`config.mk`:
```
export PLATFORM = sky130hd
export DESIGN_NAME = seven_segment_mux
export DESIGN_NICKNAME = d
export VERILOG_FILES = /design/src/rtl/seven_segment_mux.sv
export SDC_FILE = /design/constraint.sdc
export NUM_CORES = 1
export LEC_CHECK = 0
export BUFFER_PORTS_ARGS = -buffer_cell sky130_fd_sc_hd__buf_2
export CORE_MARGIN = 8
export CORE_UTILIZATION = 55
export DETAILED_ROUTE_END_ITERATION = 7
export MAX_ROUTING_LAYER = met4
export PLACE_DENSITY = 0.87
export SYNTH_ARGS = -nofsm -noshare
export SYNTH_HDL_FRONTEND = slang
export SYNTH_SLANG_ARGS = --single-unit
```
`constraint.sdc`:
```
create_clock -name clk -period 2.2 [get_ports clk]
set_input_delay 0.33 -clock clk [delete_from_list [all_inputs] [get_ports clk]]
set_output_delay 0.33 -clock clk [all_outputs]
set_load 0.005 [all_outputs]
```
`src/rtl/seven_segment_mux.sv`:
```
// Multiplexed seven-segment controller: hex/BCD value register scanned onto one shared segment bus; seg/an registered (1-cycle display latency), no backpressure.
// Optional leading-zero blanking when SEVSEG_LZB_EN is defined.
module seven_segment_mux #(
  parameter int DIGITS   = 4,
  parameter int SCAN_DIV = 1000,
  parameter bit BCD      = 1'b0
) (
  input  logic                  clk,
  input  logic                  rst,
  input  logic                  load,
  input  logic [4*DIGITS-1:0]   din,
  input  logic                  inc,
  output logic [6:0]            seg,
  output logic [DIGITS-1:0]     an,
  output logic                  ovf
);

  localparam int CW = $clog2(SCAN_DIV);
  localparam int IW = (DIGITS > 1) ? $clog2(DIGITS) : 1;
  localparam logic [3:0] WRAP = BCD ? 4'd9 : 4'hF;

  logic [4*DIGITS-1:0] value;
  logic [4*DIGITS-1:0] value_inc;
  logic                carry_out;
  logic [CW-1:0]       scan_cnt;
  logic [IW-1:0]       idx;
  logic                scan_last;
  logic [IW-1:0]       idx_next;
  logic [3:0]          cur_nib;
  logic                blank;

  // Lit-segment pattern, bit 0 = a ... bit 6 = g
  function automatic logic [6:0] glyph(input logic [3:0] n);
    case (n)
      4'h0: glyph = 7'h3F;
      4'h1: glyph = 7'h06;
      4'h2: glyph = 7'h5B;
      4'h3: glyph = 7'h4F;
      4'h4: glyph = 7'h66;
      4'h5: glyph = 7'h6D;
      4'h6: glyph = 7'h7D;
      4'h7: glyph = 7'h07;
      4'h8: glyph = 7'h7F;
      4'h9: glyph = 7'h6F;
      4'hA: glyph = 7'h77;
      4'hB: glyph = 7'h7C;
      4'hC: glyph = 7'h39;
      4'hD: glyph = 7'h5E;
      4'hE: glyph = 7'h79;
      default: glyph = 7'h71;
    endcase
  endfunction

  // Ripple carry; a BCD nibble loaded above 9 still wraps on the next increment
  always_comb begin : incr
    logic c;
    c         = 1'b1;
    value_inc = value;
    for (int k = 0; k < DIGITS; k++) begin
      if (c) begin
        if (value[4*k +: 4] >= WRAP) begin
          value_inc[4*k +: 4] = 4'd0;
        end else begin
          value_inc[4*k +: 4] = value[4*k +: 4] + 4'd1;
          c = 1'b0;
        end
      end
    end
    carry_out = c;
  end

  assign scan_last = (scan_cnt == CW'(SCAN_DIV - 1));
  assign idx_next  = (idx == IW'(DIGITS - 1)) ? '0 : idx + 1'b1;
  assign cur_nib   = value[idx*4 +: 4];

`ifdef SEVSEG_LZB_EN
  always_comb begin : lzb
    logic allz;
    allz  = 1'b1;
    blank = 1'b0;
    for (int k = DIGITS - 1; k >= 1; k--) begin
      allz = allz & (value[4*k +: 4] == 4'd0);
      if (idx == IW'(k) && allz) blank = 1'b1;
    end
  end
`else
  assign blank = 1'b0;
`endif

  always_ff @(posedge clk) begin
    if (rst) begin
      value    <= '0;
      ovf      <= 1'b0;
      scan_cnt <= '0;
      idx      <= '0;
      an       <= '1;
      seg      <= 7'h7F;
    end else begin
      if (load)     value <= din;
      else if (inc) value <= value_inc;
      ovf <= inc & ~load & carry_out;

      scan_cnt <= scan_last ? '0 : scan_cnt + 1'b1;
      if (scan_last) idx <= idx_next;

      // an and seg share one edge so a new digit never shows the previous glyph
      if (blank) begin
        an  <= '1;
        seg <= 7'h7F;
      end else begin
        an  <= ~(DIGITS'(1) << idx);
        seg <= ~glyph(cur_nib);
      end
    end
  end

endmodule

```
## Word level (Yosys, flattened, before mapping)

Memories as Yosys holds them, arrays and structs flattened.
Index checks and enable logic that the tools add are counted.

| cells by class | value |
|---|---|
| $add $sub $neg | 6 |
| magnitude comparators | 4 |
| equal/unequal tests | 2 |
| shift operators | 2 |
| multiplexer cells | 18 |
| bitwise logic cells | 5 |
| reduce and logical (&&, ||, !) cells | 8 |

Operator list:

| operator | count |
|---|---|
| two-way mux 16 bit | 2 |
| two-way mux 4 bit | 7 |
| adder 4 x 1 -> 4 bit, second input constant | 4 |
| greater-or-equal comparator 4 bit, second input constant | 4 |
| indexed part select 16 x 5 -> 4 bit | 1 |
| adder 10 x 1 -> 10 bit, second input constant | 1 |
| == test 10 bit, second input constant | 1 |
| nonzero test 2 bit | 4 |
| two-way mux 1 bit | 7 |
| two-way mux 7 bit | 1 |
| NOT 7 bit | 1 |
| AND reduction 2 bit | 3 |
| NOT 4 bit | 1 |
| << shifter 1 x 2 -> 4 bit, first input constant | 1 |
| adder 2 x 1 -> 2 bit, second input constant | 1 |
| AND 1 bit | 2 |
| == test 2 bit, second input constant | 1 |
| two-way mux 2 bit | 1 |
| OR reduction 2 bit | 1 |
| NOT 1 bit | 1 |

| storage, ports and cells | value |
|---|---|
| flip-flop bits (word level) | 40 |
| memory bits (read-only) | 112 |
| bits of input ports | 20 |
| output and inout port bits | 12 |
| logic and storage cells | 55 |
| memories kept | 1 |

Memory list:

| name | words | width | rd ports | clocked after Yosys merged registers in | wr ports | RTL line | source |
|---|---|---|---|---|---|---|---|
| (no name shown) | 16 | 7 | 1 | 0 | 0 | 34 | `case (n)` |

## Logic depth before layout (Yosys ltp)

| depth | value |
|---|---|
| word-level depth | 7 |
| gate-level depth with buffers | 7 |

## Worst setup path before layout

Ideal clock, no wire load.

| timing path | value |
|---|---|
| path type | reg-to-reg |
| from | register idx[0] |
| to | register seg[6] |
| data arrival time | 1741 ps |
| required time | 2057 ps |
| slack | 316 ps |
| cell stages (with the launch flop) | 7 |
| path buffers | 1 |
| clock period less this slack | 1884 ps |
| cells stage by stage | dfxtp_1 buf_2 mux4_2 ha_1 mux2_1 nand2_1 o311ai_1 |

| between the ends | value |
|---|---|
| longest elaborated chain between the ends | 4 |

RTL lines:

| what | RTL line | source |
|---|---|---|
| from (decl) | 26 | `logic [IW-1:0] idx;` |
| from (signal assigned) | 104 | `if (scan_last) idx <= idx_next;` |
| indexed part select 16 x 5 -> 4 bit | 74 | `assign cur_nib = value[idx*4 +: 4];` |
| memory read (16 x 7 bit) | n/a |  |
| two-way mux 7 bit | 91 | `if (rst) begin` |
| NOT 7 bit | 112 | `seg <= ~glyph(cur_nib);` |
| to (signal assigned) | 112 |  |
| to (decl) | 13 | `output logic [6:0] seg,` |

No other way between the ends. The select of a mux whose other input is x is not followed.
A chain may end at the register's enable or synchronous reset.

## Worst setup path in the final report

| timing path | value |
|---|---|
| from | register idx[0] |
| to | register seg[5] |

Same word-level chain as after synthesis.

==> reports/metrics.yaml <==
status:
  status: "finished clean"
setup_path:
  arrival_ns: 2.25
  crit_required_ns: 2.36
  reg2regPathDepth: 5
  crit_start: "idx[0]"
  end_kind: "register"
  worstReg2RegStart: "idx[0]"
  start_kind: "register"
  path_class: "reg -> reg"
  worstPathMaxFanout: 9
timing:
  finalHoldViolations: 0
  setup_viol_count_final: 0
  period_share_pct: 95.01
  final.setup.tns_ns: 0
  rsz0062_at_grt: "false"
  slew-limit-headroom_pct: 70.44
  finalClockSkew_ns: 0.006397
  maxSlewViolCount: 0
  fmax_ghz: 0.4784
  worst_pin_slew_ns: 0.4429
  finalCriticalPeriod_ns: 2.090
  fin_hold_ws_ns: 0.2634
route:
  dr.pass1.iters: 4
  drt-initial-drc-count: 99
  routed_wl_mm: 4.392
  wl_per_cell_um: 14.31
  vias_per_cell: 5.505
  antenna_left: 0
  drc: 0
  via_count: 1690
logic_synthesis:
  synth_nets: 262
  synth_warnings: 0
  netlist_area_mm2: 0.002063
  synthDistinctLibCells: 45
  synth.top_cells.by_area: "dfxtp_1 (39%), ha_1 (9.1%), nand2_1 (5.5%)"
  synth_area_leader_cell: "dfxtp_1"
  ys_seq_area_share_pct: 38.81
  synthCells: 227
  syn_avg_cell_area_um2: 9.089
  synth_seq_cells: 40
  postSynth.asyncResetShare_pct: 0
  synthFlopType: "dfxtp_1"
  synth_edf_count: 0
  yosysTopAreaCellShare_pct: 38.81
floorplanning:
  design.core.area_mm2: 0.003633
  dieWidth_um: 77.25
  die_area_mm2: 0.005968
  die_y_um: 77.25
  start_util_pct: 56.78
  num_io_pins: 32
  rows: 22
worst_hold_path:
  hold_class: "in -> reg"
  hp-start: "din[1]"
  whs_path_depth: 3
placement:
  portBuffers: 31
  dpl.hpwl_mm: 3.173
  place_congestion: 0.9254
clock_network:
  cts_buffers: 5
  cts_resized: 0
  insertion_delay_ns: 0.30
  cts_setup_buffers: 0
  cts_buffer_depth: 2
  cts.clk_slew.worst_paths_ns: 0.08
  cts_root_buffer: "clkbuf_8"
  cts_sinks: 40
  cts_hold_buf: 0
  cts_tree: "done"
  cts.htree.levels: 2
global_route:
  grt_max_degree: 23
  grt_overflow: 0
  grt_usage_pct: 15.59
  grt_first_pass_wirelength_mm: 7.534
  grt_pass1_vias: 1688
  antenna_found_initial: 0
pwr:
  leakagePower_nw: 0.9302
  pwr_density_cell_mw_per_mm2: 673.9
  irDropWorstVdd_v: 0.0004008
layout:
  num-nets-final: 293
  drive_gt1_share_pct: 20.08
  diodes: 0
  syn_to_final_growth_pct: 14.92
run:
  maxCapViolations: 0
-- stage by stage --
step           total power [W]  util (%)  area [um^2]  setup slack, ns  cells
5_1_grt               0.001666     65.25         2371         0.009173    307
6_report              0.001598     65.25         2371           0.1099    307
4_1_cts               0.001607     65.25         2371          0.09804    307
3_3_place_gp         0.0009844     62.09         2256           0.2237    299
3_5_place_dp         0.0009904     62.09         2256           0.1296    299
2_1_floorplan        0.0009267         -         2063           0.3163    227
-- metal layers --
metal  up-vias  GRT usage [%]  share of wire (%)
li1        861              -                  -
met1       783          16.16                 44
met2        40          27.55                 50
met3         6          4.545                4.5
met4         0          5.094                1.4
met5         -              -                  0
-- placed cells by master (no fill, tap or decap), types with 2 or more instances in the layout --
cell,count
dfxtp_1,40
buf_2,31
nand2_1,30
nor2_1,26
ha_1,15
inv_1,10
a21oi_1,10
xnor2_1,9
nand3_1,8
xor2_1,7
mux2i_1,6
a211oi_1,5
o21ai_0,5
clkbuf_8,5
mux4_2,4
nor3_1,4
or3_1,3
nand2b_1,3
a311oi_1,2
o311ai_1,2
or4_4,2
o41ai_1,2
o22ai_1,2
nand4_1,2
o21ai_1,2
buf_4,2
-- path summary, 6_finish.rpt --
path,endpoint,slack (ns)
max,seg[5],0.11
min,value[1],0.26
max reg2reg,seg[5],0.11
min reg2reg,scan_cnt[0],0.46
-- state kept, by name, summed over array words and instances, names as in the netlist --
| name | flops |
|---|---|
| value | 16 |
| ovf | 1 |
| an | 4 |
| seg | 7 |
| idx | 2 |
| scan_cnt | 10 |
-- worst max-delay path, stage by stage, from the launching register on --
cell      delay [ns]
dfxtp_1         0.56
mux4_2          0.64
ha_1            0.29
mux2_2          0.28
nand2_1         0.07
o311ai_1        0.10
-- power by group --
group	leakage, nW	internal [W]	switching [W]	total, W
Clock	0.0548	0.000342	0.000280	0.000622
Combinational	0.546	0.0000845	0.0000945	0.000179
Sequential	0.330	0.000762	0.0000348	0.000797
-- final cells by class --
cell class	count	area, um^2
tap	48	60.06
fill	319	1262
sequential	40	800.8
clock buffer	5	68.82
clock inverter	3	46.29
timing repair buffer	33	170.2
inverter	10	37.54
multi-input combinational	168	1187
-- Yosys cell counts (2+ instances only) --
| cell | n |
|---|---|
| dfxtp_1 | 40 |
| nand2_1 | 30 |
| nor2_1 | 26 |
| ha_1 | 15 |
| a21oi_1 | 10 |
| inv_1 | 10 |
| xnor2_1 | 9 |
| nand3_1 | 8 |
| xor2_1 | 7 |
| mux2i_1 | 6 |
| a211oi_1 | 5 |
| o21ai_0 | 5 |
| clkbuf_1 | 4 |
| mux4_2 | 4 |
| nor3_1 | 4 |
| buf_2 | 3 |
| nand2b_1 | 3 |
| or3_1 | 3 |
| a311oi_1 | 2 |
| buf_1 | 2 |
| nand4_1 | 2 |
| o21ai_1 | 2 |
| o22ai_1 | 2 |
| o311ai_1 | 2 |
| o41ai_1 | 2 |
| or4_4 | 2 |
-- cells by family (layout without fill, tap and decap cells) --
family / after synthesis / count (layout) / synth area share [%]
multiplexers: 12 / 12 / 8.369
buffers and inverters: 19 / 51 / 3.638
adder cells (fa/ha/maj): 15 / 15 / 9.096
AND/OR/NAND/NOR: 85 / 85 / 20.01
XOR/XNOR: 16 / 16 / 6.792
flip-flops: 40 / 40 / 38.81
AO/OA/AOI/OAI: 40 / 40 / 13.28
No activity file was read; power rests on OpenSTA's default activity.
